File: src/rtl/std_seq_ctrl_if.sv
// rtl/std_seq_ctrl_if.sv - command, config and sequence-output bundle for std_seq_ctrl
// The master side issues commands and consumes the sequence; the slave side is the controller.
interface std_seq_ctrl_if #(
  parameter int DIV_W = 8,
  parameter int CNT_W = 8
);
  logic [DIV_W-1:0] cfg_div;
  logic             cmd_valid;
  logic             cmd_ready;
  logic [1:0]       cmd_op;
  logic [CNT_W-1:0] cmd_cnt;
  logic             hold;
  logic             abort;
  logic [2:0]       seq_out;
  logic [2:0]       seq_idx;
  logic             busy;
  logic             step_pulse;
  logic             wrap_pulse;
  logic             done;

  modport master (
    output cfg_div, cmd_valid, cmd_op, cmd_cnt, hold, abort,
    input  cmd_ready, seq_out, seq_idx, busy, step_pulse, wrap_pulse, done
  );

  modport slave (
    input  cfg_div, cmd_valid, cmd_op, cmd_cnt, hold, abort,
    output cmd_ready, seq_out, seq_idx, busy, step_pulse, wrap_pulse, done
  );
endinterface

File: src/rtl/std_seq_ctrl.sv
// rtl/std_seq_ctrl.sv - command-driven sequencer stepping the 8-code cycle 0,4,1,3,6,2,7,5
// A prescaler paces steps; RUN_CNT/STEP count steps down, RUN_CONT runs until abort.
module std_seq_ctrl #(
  parameter int DIV_W = 8,
  parameter int CNT_W = 8
) (
  input  logic         clk_i,
  input  logic         rst_ni,
  std_seq_ctrl_if.slave bus
);

  localparam logic [1:0] OP_CLEAR    = 2'b00;
  localparam logic [1:0] OP_RUN_CONT = 2'b01;
  localparam logic [1:0] OP_RUN_CNT  = 2'b10;
  localparam logic [1:0] OP_STEP     = 2'b11;

  typedef enum logic [1:0] {
    S_IDLE     = 2'd0,
    S_RUN_CONT = 2'd1,
    S_RUN_CNT  = 2'd2,
    S_CLR_ACK  = 2'd3
  } state_e;

  state_e           state_q, state_d;
  logic [2:0]       idx_q, idx_d;
  logic [DIV_W-1:0] presc_q, presc_d;
  logic [DIV_W-1:0] div_q, div_d;
  logic [CNT_W-1:0] rem_q, rem_d;
  logic             step_q, step_d;
  logic             wrap_q, wrap_d;
  logic             done_q, done_d;

  function automatic logic [2:0] seq_code(input logic [2:0] idx);
    logic [2:0] code;
    case (idx)
      3'd0:    code = 3'd0;
      3'd1:    code = 3'd4;
      3'd2:    code = 3'd1;
      3'd3:    code = 3'd3;
      3'd4:    code = 3'd6;
      3'd5:    code = 3'd2;
      3'd6:    code = 3'd7;
      default: code = 3'd5;
    endcase
    return code;
  endfunction

  always_ff @(posedge clk_i or negedge rst_ni) begin
    if (!rst_ni) begin
      state_q <= S_IDLE;
      idx_q   <= '0;
      presc_q <= '0;
      div_q   <= '0;
      rem_q   <= '0;
      step_q  <= 1'b0;
      wrap_q  <= 1'b0;
      done_q  <= 1'b0;
    end else begin
      state_q <= state_d;
      idx_q   <= idx_d;
      presc_q <= presc_d;
      div_q   <= div_d;
      rem_q   <= rem_d;
      step_q  <= step_d;
      wrap_q  <= wrap_d;
      done_q  <= done_d;
    end
  end

  always_comb begin
    state_d = state_q;
    idx_d   = idx_q;
    presc_d = presc_q;
    div_d   = div_q;
    rem_d   = rem_q;
    step_d  = 1'b0;
    wrap_d  = 1'b0;
    done_d  = 1'b0;

    case (state_q)
      S_IDLE: begin
        if (bus.cmd_valid) begin
          div_d   = bus.cfg_div;
          presc_d = '0;
          case (bus.cmd_op)
            OP_CLEAR: begin
              idx_d   = '0;
              state_d = S_CLR_ACK;
              done_d  = 1'b1;
            end
            OP_RUN_CONT: state_d = S_RUN_CONT;
            OP_RUN_CNT: begin
              // A zero count completes immediately without touching the index.
              if (bus.cmd_cnt == '0) begin
                state_d = S_CLR_ACK;
                done_d  = 1'b1;
              end else begin
                rem_d   = bus.cmd_cnt;
                state_d = S_RUN_CNT;
              end
            end
            OP_STEP: begin
              rem_d   = CNT_W'(1);
              state_d = S_RUN_CNT;
            end
            default: state_d = S_IDLE;
          endcase
        end
      end

      S_RUN_CONT, S_RUN_CNT: begin
        // Abort takes priority over a step that would otherwise land on this edge.
        if (bus.abort) begin
          state_d = S_IDLE;
          presc_d = '0;
        end else if (!bus.hold) begin
          if (presc_q == div_q) begin
            presc_d = '0;
            idx_d   = idx_q + 3'd1;
            step_d  = 1'b1;
            wrap_d  = (idx_q == 3'd7);
            if (state_q == S_RUN_CNT) begin
              rem_d = rem_q - CNT_W'(1);
              if (rem_q == CNT_W'(1)) begin
                state_d = S_IDLE;
                done_d  = 1'b1;
              end
            end
          end else begin
            presc_d = presc_q + DIV_W'(1);
          end
        end
      end

      S_CLR_ACK: state_d = S_IDLE;

      default: state_d = S_IDLE;
    endcase
  end

  assign bus.cmd_ready  = (state_q == S_IDLE);
  assign bus.busy       = (state_q == S_RUN_CONT) || (state_q == S_RUN_CNT);
  assign bus.seq_idx    = idx_q;
  assign bus.seq_out    = seq_code(idx_q);
  assign bus.step_pulse = step_q;
  assign bus.wrap_pulse = wrap_q;
  assign bus.done       = done_q;

endmodule

File: src/flat_wrapper.sv
// flat-port wrapper written by rule: the top's interface ports become plain ports
module std_seq_ctrl_flat 
#(
  parameter int DIV_W = 8,
  parameter int CNT_W = 8
)
  (clk_i, rst_ni, bus_cfg_div, bus_cmd_valid, bus_cmd_op, bus_cmd_cnt, bus_hold, bus_abort, bus_cmd_ready, bus_seq_out, bus_seq_idx, bus_busy, bus_step_pulse, bus_wrap_pulse, bus_done);
  std_seq_ctrl_if #(.DIV_W(DIV_W), .CNT_W(CNT_W)) bus_i ();
  input  logic clk_i;
  input  logic rst_ni;
  input wire logic [$bits(bus_i.cfg_div)-1:0] bus_cfg_div;
  input wire logic [$bits(bus_i.cmd_valid)-1:0] bus_cmd_valid;
  input wire logic [$bits(bus_i.cmd_op)-1:0] bus_cmd_op;
  input wire logic [$bits(bus_i.cmd_cnt)-1:0] bus_cmd_cnt;
  input wire logic [$bits(bus_i.hold)-1:0] bus_hold;
  input wire logic [$bits(bus_i.abort)-1:0] bus_abort;
  output wire logic [$bits(bus_i.cmd_ready)-1:0] bus_cmd_ready;
  output wire logic [$bits(bus_i.seq_out)-1:0] bus_seq_out;
  output wire logic [$bits(bus_i.seq_idx)-1:0] bus_seq_idx;
  output wire logic [$bits(bus_i.busy)-1:0] bus_busy;
  output wire logic [$bits(bus_i.step_pulse)-1:0] bus_step_pulse;
  output wire logic [$bits(bus_i.wrap_pulse)-1:0] bus_wrap_pulse;
  output wire logic [$bits(bus_i.done)-1:0] bus_done;
  assign bus_i.cfg_div = bus_cfg_div;
  assign bus_i.cmd_valid = bus_cmd_valid;
  assign bus_i.cmd_op = bus_cmd_op;
  assign bus_i.cmd_cnt = bus_cmd_cnt;
  assign bus_i.hold = bus_hold;
  assign bus_i.abort = bus_abort;
  assign bus_cmd_ready = bus_i.cmd_ready;
  assign bus_seq_out = bus_i.seq_out;
  assign bus_seq_idx = bus_i.seq_idx;
  assign bus_busy = bus_i.busy;
  assign bus_step_pulse = bus_i.step_pulse;
  assign bus_wrap_pulse = bus_i.wrap_pulse;
  assign bus_done = bus_i.done;
  std_seq_ctrl #(.DIV_W(DIV_W), .CNT_W(CNT_W)) u_core (.clk_i(clk_i), .rst_ni(rst_ni), .bus(bus_i));
endmodule
File: config.mk
export PLATFORM = sky130hd
export DESIGN_NAME = std_seq_ctrl_flat
export DESIGN_NICKNAME = d
export VERILOG_FILES = /design/src/rtl/std_seq_ctrl_if.sv /design/src/rtl/std_seq_ctrl.sv /design/src/flat_wrapper.sv
export SDC_FILE = /design/constraint.sdc
export NUM_CORES = 1
export LEC_CHECK = 0
export BUFFER_PORTS_ARGS = -buffer_cell sky130_fd_sc_hd__buf_2
export CAP_MARGIN = 20
export CORE_UTILIZATION = 45
export CTS_CLUSTER_DIAMETER = 50
export DETAILED_ROUTE_END_ITERATION = 16
export GPL_ROUTABILITY_DRIVEN = 0
export HOLD_SLACK_MARGIN = 0.02
export PLACE_DENSITY_LB_ADDON = 0.08
export SLEW_MARGIN = 40
export SYNTH_ARGS = -nofsm -noshare
export SYNTH_HDL_FRONTEND = slang
export SYNTH_SLANG_ARGS = --single-unit
File: constraint.sdc
create_clock -name clk_i -period 5.8 [get_ports clk_i]
set_clock_uncertainty 0.1 [all_clocks]
set_input_delay 0.29 -clock clk_i [delete_from_list [all_inputs] [get_ports clk_i]]
set_output_delay 0.29 -clock clk_i [all_outputs]
set_load 0.02 [all_outputs]
==> flow_metrics.py <==
metrics = {
    "setup_path": {
        "crit_fanout": 22,
        "crit_type": "register to register",
        "crit_required_ns": 5.87,
        "crit_arrival_ns": 2.55,
        "endpoint_kind": "register",
        "startpoint_type": "register",
        "ff2ff_setup_slack_ns": 3.32,
    },
    "clock_tree": {
        "post-cts-setup-buffers": 0,
        "clk_pin_slew_worst_paths_ns": 0.07,
        "cts.sinks": 32,
        "cts-root-buf": "clkbuf_8",
        "htreeDepth": 2,
        "worstSkewPairLatency_ns": 0.29,
        "clockBufferDepth": 2,
        "cts_tree": "yes",
        "numCtsBuffers": 5,
    },
    "logic_synthesis": {
        "netlist_area_sq_mm": 0.00204,
        "synth_seq_area_share": 0.393,
        "synth.distinct_cells": 44,
        "async_reset_ff_frac": 1.00,
        "syn_nets": 250,
        "yosysWarnings": 0,
        "synth_cells": 215,
        "synth-seq-cells": 32,
        "synth_edf_count": 0,
        "synth-main-ff-cell": "dfrtp_1",
        "avgSynthCellArea_sq_um": 9.48,
    },
    "floorplanning": {
        "die_w_microns": 69.3,
        "die_y_microns": 69.3,
        "coreArea_sq_mm": 0.00435,
        "rows": 24,
        "die-area_sq_mm": 0.00480,
        "ios": 34,
        "initial_utilization": 0.468,
    },
    "global_route": {
        "grt_overflow": 0,
        "grt_util_met2": 0.280,
        "grt_max_degree": 33,
        "grt_use_met3": 0.0451,
        "grt_use_total": 0.195,
        "grt_use_met1": 0.287,
        "antenna_found_initial": 0,
        "grt_pass1_wl_microns": 7430,
        "grt.busiest_layer": "met1",
        "grt_pass1_vias": 1516,
    },
    "drt": {
        "initialDrtViolationCount": 118,
        "wirelength_microns": 4220,
        "drtAntennaViolNets": 0,
        "wl_per_cell_microns": 13.9,
        "first_pass_iters": 4,
        "route.vias.total": 1689,
        "vias_per_cell": 5.56,
        "drc": 0,
    },
    "pwr": {
        "p_sw_frac": 0.431,
        "leakagePower_nw": 1.09,
        "p_sw_mw": 0.513,
        "powerDensity_mw_per_mm2": 504,
        "p_seq_frac": 0.311,
        "internal_power_mw": 0.678,
        "irDropWorstVdd_mv": 0.243,
        "power_frac_comb": 0.509,
        "pwr-share-clk": 0.179,
    },
    "worst_hold_path": {
        "hold_class": "primary input to register",
    },
    "sta": {
        "hold_violations": 0,
        "tns_ns": 0,
        "hold_ws_ns": 0.130,
        "post-route-period-util": 0.428,
        "setup_viol": 0,
        "worst_pin_slew_ns": 0.685,
        "rsz0062_at_grt": "no",
        "fmax_mhz": 403,
        "max-slew-margin-rel": 0.543,
        "final_max_slew_viol_count": 0,
        "period_minus_slack_ns": 2.48,
    },
    "finish": {
        "areaGrowthSynthToFinish_pct": 16.1,
        "final_layout_size_suffix_gt1_frac": 0.230,
        "fillers": 416,
        "nets": 286,
        "finalNonFillerCells": 304,
        "final_cell_mix": "buf_2 (32), dfrtp_1 (32), nand2_1 (27)",
        "finish.instance_area_sq_mm": 0.00237,
        "diodes": 0,
    },
    "placement": {
        "dp_hpwl_microns": 3170,
        "port_buffers": 33,
        "place_area_sq_mm": 0.00224,
        "dp_cells": 295,
    },
    "job": {
        "drv_cap": 0,
    },
    "status": {
        "outcome": "finished, final reports clean",
    },
}
through the flow:
| step | power (mW) | utilization | setup slack (ns) |
|---|---|---|---|
| after floorplan | 0.840 | - | 3.74 |
| after global placement | 0.979 | 0.515 | 3.35 |
| after detailed placement | 0.983 | 0.515 | 3.38 |
| after CTS | 1.20 | 0.543 | 3.35 |
| after global routing | 1.29 | 0.543 | 3.12 |
| final | 1.19 | 0.543 | 3.32 |
flip-flops by register name, indices dropped and copies added (netlist names):
name,flops
u_core.bus.done,1
u_core.bus.seq_idx,3
u_core.bus.step_pulse,1
u_core.bus.wrap_pulse,1
u_core.div_q,8
u_core.presc_q,8
u_core.rem_q,8
u_core.state_q,2
power by group through the flow:
stage	Sequential (mW)	Clock [mW]	Combinational (mW)
6_report	0.371	0.214	0.607
5_1_grt	0.382	0.227	0.682
3_5_place_dp	0.375	0	0.608
2_1_floorplan	0.361	0	0.480
4_1_cts	0.371	0.217	0.612
3_3_place_gp	0.373	0	0.607
kinds of logic (layout without fill, tap and decap cells):
group | after synthesis | in the layout | share of synthesized area
simple gates | 87 | 87 | 0.232
compound gates | 42 | 42 | 0.138
flops | 32 | 32 | 0.393
mux | 16 | 16 | 0.0853
buf+inv | 15 | 52 | 0.0313
fa+ha+maj | 12 | 12 | 0.0737
xor+xnor | 11 | 11 | 0.0473
cell usage after synthesis (all sizes together), types with 4 or more instances:
| cell type | number | area, sq um |
|---|---|---|
| nand3 | 12 | 65.1 |
| nor2 | 13 | 48.8 |
| mux2i | 5 | 50.1 |
| inv | 10 | 37.5 |
| dfrtp | 32 | 801 |
| xor2 | 9 | 78.8 |
| mux2 | 11 | 124 |
| o21ai | 12 | 60.1 |
| nor3 | 8 | 45.0 |
| nand2 | 27 | 101 |
| nor4 | 5 | 61.3 |
| ha | 12 | 150 |
| a21oi | 10 | 53.8 |
| clkbuf | 4 | 15.0 |
per-layer routing:
layer  wire, microns  part of all wire  up-vias
li1                -                 -      846
met4              59             0.014        0
met2            1780              0.42       28
met5               0                 0        -
met3             161             0.038        6
met1            2220              0.53      809
critical path, cell delays in order (launching register included):
cell,delay (ns)
dfrtp_1,0.39
inv_1,0.09
ha_1,0.74
nor2b_1,0.30
a211o_1,0.40
inv_1,0.15
nand2_1,0.12
o22ai_1,0.09
path summary, 6_finish.rpt:
path / start / to / cells past startpoint
setup / recovery: u_core.state_q[0] / u_core.presc_q[5] / 7
hold / removal: bus_cfg_div[1] / u_core.div_q[1] / 2
setup reg to reg: u_core.state_q[0] / u_core.presc_q[5] / 7
hold reg to reg: u_core.div_q[7] / u_core.div_q[7] / 1
max in group asynchronous: rst_ni / u_core.rem_q[3] / 2
min in group asynchronous: rst_ni / u_core.div_q[0] / 2
final cells by class:
type	instances	area (sq um)	share of cell area
multi-input combinational	168	1170	0.496
sequential	32	801	0.338
timing repair buffer	34	178	0.0751
clock buffer	5	68.8	0.0291
tap	52	65.1	0.0275
clock inverter	3	42.5	0.0180
inverter	10	37.5	0.0159
timing repair:
| item | in CTS | in global routing |
|---|---|---|
| resized for setup | 0 | 0 |
| endpoints found under the setup margin | 0 | 0 |
| hold buffers | 1 | 0 |
| endpoints found under the hold margin | 32 | 0 |
Power figures use the tool's default switching activity.
